$ cat config.mk
export PLATFORM = sky130hd
export DESIGN_NAME = blinkt_frame_sched
export DESIGN_NICKNAME = d
export VERILOG_FILES = /design/src/rtl/blinkt_pkg.sv /design/src/rtl/blinkt_refresh_timer.sv /design/src/rtl/blinkt_frame_sched.sv
export SDC_FILE = /design/constraint.sdc
export NUM_CORES = 1
export LEC_CHECK = 0
export CAP_MARGIN = 20
export CELL_PAD_IN_SITES_DETAIL_PLACEMENT = 1
export CELL_PAD_IN_SITES_GLOBAL_PLACEMENT = 2
export CORE_ASPECT_RATIO = 0.8
export CORE_UTILIZATION = 30
export DETAILED_ROUTE_END_ITERATION = 12
export DONT_BUFFER_PORTS = 1
export PLACE_DENSITY_LB_ADDON = 0.2
export SLEW_MARGIN = 20
export SYNTH_ARGS = -nofsm -noshare
export SYNTH_HDL_FRONTEND = slang
export SYNTH_SLANG_ARGS = --single-unit
$ cat constraint.sdc
create_clock -name i_clk -period 57.8 [get_ports i_clk]
set_clock_uncertainty 0.05 [all_clocks]
set_input_delay 17.34 -clock i_clk [delete_from_list [all_inputs] [get_ports i_clk]]
set_output_delay 17.34 -clock i_clk [all_outputs]
set_load 0.1 [all_outputs]
$ cat src/rtl/blinkt_pkg.sv
// rtl/blinkt_pkg.sv - shared state type, APA102 framing constants and pixel layout for the Blinkt scheduler
package blinkt_pkg;

  typedef enum logic [1:0] {
    IDLE  = 2'd0,
    START = 2'd1,
    PIXEL = 2'd2,
    END   = 2'd3
  } sched_state_t;

  localparam logic [31:0] BLINKT_START_WORD = 32'h0000_0000;
  localparam logic [31:0] BLINKT_END_WORD   = 32'hFFFF_FFFF;
  localparam logic [2:0]  BLINKT_HDR        = 3'b111;

  localparam int PIX_RED_LSB    = 0;
  localparam int PIX_GREEN_LSB  = 8;
  localparam int PIX_BLUE_LSB   = 16;
  localparam int PIX_BRIGHT_LSB = 24;
  localparam int PIX_BRIGHT_MSB = 28;
  localparam int PIX_W          = PIX_BRIGHT_MSB + 1;

  // APA102 LED word: 3-bit header, 5-bit global brightness, then blue, green, red.
  function automatic logic [31:0] pixel_beat(input logic [PIX_W-1:0] pix);
    return {BLINKT_HDR,
            pix[PIX_BRIGHT_MSB:PIX_BRIGHT_LSB],
            pix[PIX_BLUE_LSB+7:PIX_BLUE_LSB],
            pix[PIX_GREEN_LSB+7:PIX_GREEN_LSB],
            pix[PIX_RED_LSB+7:PIX_RED_LSB]};
  endfunction

endpackage

$ cat src/rtl/blinkt_refresh_timer.sv
// rtl/blinkt_refresh_timer.sv - idle-cycle counter that pulses expire once every CYCLES counted cycles
module blinkt_refresh_timer #(
  parameter int CYCLES = 100
) (
  input  logic clk,
  input  logic rst,
  input  logic count_en,
  input  logic clear,
  output logic expire
);

  localparam int CW = (CYCLES > 1) ? $clog2(CYCLES) : 1;
  localparam logic [CW-1:0] LAST = CW'(CYCLES - 1);

  logic [CW-1:0] count;

  assign expire = count_en && (count == LAST);

  always_ff @(posedge clk or posedge rst) begin
    if (rst) begin
      count <= '0;
    end else if (clear || expire) begin
      count <= '0;
    end else if (count_en) begin
      count <= count + CW'(1);
    end
  end

endmodule

$ cat src/rtl/blinkt_frame_sched.sv
// rtl/blinkt_frame_sched.sv - pixel register bank and APA102 frame sequencer feeding the LED shifter stream
module blinkt_frame_sched
  import blinkt_pkg::*;
#(
  parameter int NUM_LEDS       = 8,
  parameter int REFRESH_CYCLES = 0
) (
  input  logic                        i_clk,
  input  logic                        i_reset,
  input  logic                        i_wr_en,
  input  logic [$clog2(NUM_LEDS)-1:0] i_wr_addr,
  input  logic [31:0]                 i_wr_data,
  input  logic                        i_start,
  output logic [31:0]                 m_axis_data,
  output logic                        m_axis_tvalid,
  input  logic                        m_axis_tready,
  output logic                        o_busy,
  output logic                        o_frame_done
);

  localparam int AW = $clog2(NUM_LEDS);
  localparam logic [AW-1:0] LAST_IDX   = AW'(NUM_LEDS - 1);
  localparam logic [AW:0]   NUM_LEDS_W = (AW + 1)'(NUM_LEDS);

  logic [PIX_W-1:0] pix    [NUM_LEDS];
  logic [PIX_W-1:0] shadow [NUM_LEDS];

  sched_state_t  state, state_n;
  logic [AW-1:0] idx, idx_n, idx_inc;
  logic          pending;
  logic          snap;
  logic          wr_hit;
  logic          expire;
  logic          hs;
  logic [31:0]   data_n;
  logic          tvalid_n;
  logic          done_n;
  logic          unused_hdr_bits;

  assign unused_hdr_bits = ^i_wr_data[31:PIX_W];
  assign wr_hit          = i_wr_en && ({1'b0, i_wr_addr} < NUM_LEDS_W);
  assign hs              = m_axis_tvalid && m_axis_tready;
  assign idx_inc         = idx + AW'(1);

  always_ff @(posedge i_clk or posedge i_reset) begin
    if (i_reset) begin
      for (int i = 0; i < NUM_LEDS; i++) pix[i] <= '0;
    end else if (wr_hit) begin
      pix[i_wr_addr] <= i_wr_data[PIX_W-1:0];
    end
  end

  // Shadow bank freezes the frame contents so writes during a frame never tear it.
  always_ff @(posedge i_clk or posedge i_reset) begin
    if (i_reset) begin
      for (int i = 0; i < NUM_LEDS; i++) shadow[i] <= '0;
    end else if (snap) begin
      for (int i = 0; i < NUM_LEDS; i++) shadow[i] <= pix[i];
    end
  end

  // A new request in the snapshot cycle wins, leaving exactly one follow-up frame queued.
  always_ff @(posedge i_clk or posedge i_reset) begin
    if (i_reset) begin
      pending <= 1'b1;
    end else if (wr_hit || i_start || expire) begin
      pending <= 1'b1;
    end else if (snap) begin
      pending <= 1'b0;
    end
  end

  generate
    if (REFRESH_CYCLES > 0) begin : g_refresh
      blinkt_refresh_timer #(
        .CYCLES(REFRESH_CYCLES)
      ) u_refresh_timer (
        .clk      (i_clk),
        .rst      (i_reset),
        .count_en (state == IDLE),
        .clear    (done_n),
        .expire   (expire)
      );
    end else begin : g_no_refresh
      assign expire = 1'b0;
    end
  endgenerate

  always_ff @(posedge i_clk or posedge i_reset) begin
    if (i_reset) begin
      state         <= IDLE;
      idx           <= '0;
      m_axis_data   <= BLINKT_START_WORD;
      m_axis_tvalid <= 1'b0;
      o_busy        <= 1'b0;
      o_frame_done  <= 1'b0;
    end else begin
      state         <= state_n;
      idx           <= idx_n;
      m_axis_data   <= data_n;
      m_axis_tvalid <= tvalid_n;
      o_busy        <= (state_n != IDLE);
      o_frame_done  <= done_n;
    end
  end

  // Next word is loaded on the handshake edge, so tvalid stays high across a frame.
  always_comb begin
    state_n  = state;
    idx_n    = idx;
    data_n   = m_axis_data;
    tvalid_n = m_axis_tvalid;
    done_n   = 1'b0;
    snap     = 1'b0;
    case (state)
      IDLE: begin
        if (pending) begin
          snap     = 1'b1;
          state_n  = START;
          data_n   = BLINKT_START_WORD;
          tvalid_n = 1'b1;
        end
      end
      START: begin
        if (hs) begin
          state_n = PIXEL;
          idx_n   = '0;
          data_n  = pixel_beat(shadow[0]);
        end
      end
      PIXEL: begin
        if (hs) begin
          if (idx == LAST_IDX) begin
            state_n = END;
            data_n  = BLINKT_END_WORD;
          end else begin
            idx_n  = idx_inc;
            data_n = pixel_beat(shadow[idx_inc]);
          end
        end
      end
      END: begin
        if (hs) begin
          state_n  = IDLE;
          data_n   = BLINKT_START_WORD;
          tvalid_n = 1'b0;
          done_n   = 1'b1;
        end
      end
      default: begin
        state_n  = IDLE;
        tvalid_n = 1'b0;
      end
    endcase
  end

endmodule
==> out/qor.txt <==
number of global-route vias before repair: 12400
Final HPWL DP: 29.2 mm
GRT Util Overall: 15.3%
Clock Pin Slew Worst Setup and Hold Paths: 0.06 ns
wire length on met1: 25.0 mm
Top Metal Used: met4
PnR worst setup slack: 37.87 ns
hold_buf cts: 0
CP Launch Type: input pin
DRC viols: 0
Hold Path Class: flip-flop to flip-flop
fin nets: 1355
CTS H-tree lvls: 2
Starting Density: 30.3%
DR vias/cell: 4.90
die width: 297 um
gpl congestion: 0.683
post-synthesis async set-or-reset flop share: 100%
placed insts: 2175
CTS Buf Count: 55
max-slew violation count: 0
initial antenna violation count: 3
setup bufs post-CTS: 0
worst-margin pin slew: 1.12 ns
relative slew slack: 25.1%
Hold WS: 0.414 ns
met3 WL post-DR: 2.18 mm
core box area: 68800 um^2
Multi-input gate area: 7890 um^2
Root Driver: clkbuf_16
pre-CTS setup slack: 37.10 ns
Synth Cell Area: 20800 um^2
first-pass GRT wire length: 81.6 mm
post-synthesis sequential area ratio: 60.4%
WL/cell: 22.8 um
Yosys top cell area share: 60.3%
grt ovf: 0
RSZ-0062 raised after global routing: false
Seq cells post-synth: 503
layout cell share with drive strength beyond 1: 12.6%
CTS tree: yes
Final ANT Viol Nets: 0
total area of sequential cells: 12600 um^2
input/output buffers: 0
final setup vio count: 0
area added between synthesis and finish: 13.5%
f_max: 50.2 MHz
pin count of the biggest net entering global routing: 169
Setup crit end kind: async pin
Syn Nets: 1356
total die area: 70600 um^2
CP max FO: 168
Mapped Cells: 1309
Final min period: 19.93 ns
Die Ht: 238 um
Worst-Skew Late Latency: 0.62 ns
Avg Inst Size Synth: 15.9 um^2
fin cells: 2271
diode count: 0
EDFF count, synth: 0
cts repair resizes: 0
ys flop type: dfrtp_1
Yosys Warn Count: 0
WP data arrival: 20.40 ns
Yosys top cell by area: dfrtp_1
number of fill cells in the layout: 6966
total negative slack: 0 ns
worst endpoint required time: 58.28 ns
worst vdd ir: 0.0185 mV
num rows: 86
Vias: 11100
DR pass1 iterations: 4
final WL: 51.7 mm
I/O pin count: 75
LEAKAGE: 0.0110 uW
Final Hold Viols: 0
top cells by area, synth: dfrtp_1 60%, mux2_1 26%, mux4_2 2.9%
Distinct cells, synth: 40
status: complete, no violations
clock buffer depth: 3
Clock Sinks: 503
Max Cap Viol: 0
Iter 0 DRT Violations: 380
metal2 WL: 23.6 mm
P per Cell Area: 33.2 nW/um^2
Setup CP Type: input pin to async pin
period utilization: 34.5%
[power by group]
| part | switching (uW) | internal [uW] | leakage, uW |
|---|---|---|---|
| Clock | 144 | 200 | 0.000868 |
| Sequential | 15.0 | 388 | 0.00655 |
| Combinational | 17.8 | 20.0 | 0.00359 |
| Total | 177 | 608 | 0.0110 |
[path summary, 6_finish.rpt]
check | startpoint | cells past startpoint | endpoint | slack, ns
worst max-delay path | i_reset | 4 | idx[0]$_DFFE_PP0P_ | 37.87
worst max register to register | idx[0]$_DFFE_PP0P_ | 6 | m_axis_data[0]$_DFFE_PP0P_ | 53.94
min in group asynchronous | i_reset | 1 | pix[230]$_DFFE_PP0P_ | 16.67
worst min register to register | pix[13]$_DFFE_PP0P_ | 1 | shadow[13]$_DFFE_PP0P_ | 0.41
max in group i_clk | m_axis_data[22]$_DFFE_PP0P_ | 0 | m_axis_data[22] | 38.72
worst min-delay path | pix[13]$_DFFE_PP0P_ | 1 | shadow[13]$_DFFE_PP0P_ | 0.41
[stage by stage]
step	total power, uW	instance area, um^2	utilization, %
after global placement	444	21900	31.8
after global routing	822	23700	34.4
after floorplan	436	20800	-
final	784	23700	34.4
after CTS	798	23700	34.4
after detailed placement	449	21900	31.8
[cell families after synthesis]
group	count (synthesis)	synth area share, %
buffers and inverters	90	2.02
muxes	560	32.7
DFF	503	60.4
and+or+nand+nor	57	1.32
adders and majority gates	7	0.420
AOI/OAI and AO/OA	92	3.16
[worst max-delay path: stages]
cell    delay [ns]
inv_8         0.48
buf_12        0.59
buf_4         0.83
buf_12        0.68
[cell type report]
type | instances | share of cell area, %
Tap cell | 924 | 4.89
Clock buffer | 80 | 6.77
Multi-Input combinational cell | 716 | 33.4
Clock inverter | 16 | 0.640
Timing Repair Buffer | 27 | 0.979
Inverter | 5 | 0.111
Sequential cell | 503 | 53.2
[sequential cells by signal (all words and copies together), names as in the netlist]
register / flops
m_axis_tvalid: 1
idx: 3
shadow: 232
state: 2
o_frame_done: 1
o_busy: 1
pending: 1
pix: 232
m_axis_data: 30
[cells in the final DEF, fill, tap and decap left out, drive strengths merged, types with 5 or more instances in the layout]
cell,Yosys,layout
a221oi,21,21
a22o,5,5
a22oi,16,16
buf,54,27
clkbuf,31,80
clkinv,0,12
dfrtp,502,502
ha,7,7
inv,5,6
mux2,502,502
mux2i,16,16
mux4,42,42
nand2,31,31
nor2,5,5
o211ai,9,9
o21ai,28,28
o221ai,8,8
[metal layers]
layer / track usage [%] / up-vias
met5: 0 / -
met1: 21.8 / 6093
li1: - / 4824
met3: 3.07 / 77
met2: 23.8 / 135
met4: 3.58 / 0
[Yosys cell counts, drive strengths merged (2+ instances only)]
cell and number:
mux2 502, a21boi 2, nor2 5, o211ai 9, and2 3, a22o 5
buf 54, a221oi 21, nand4b 3, nor3b 2, mux4 42, a22oi 16
nand4 2, mux2i 16, nand2b 3, nand2 31, nor3 3, or2 2
inv 5, clkbuf 31, ha 7, o221ai 8, o21ai 28, dfrtp 502
Power figures use the tool's default switching activity.
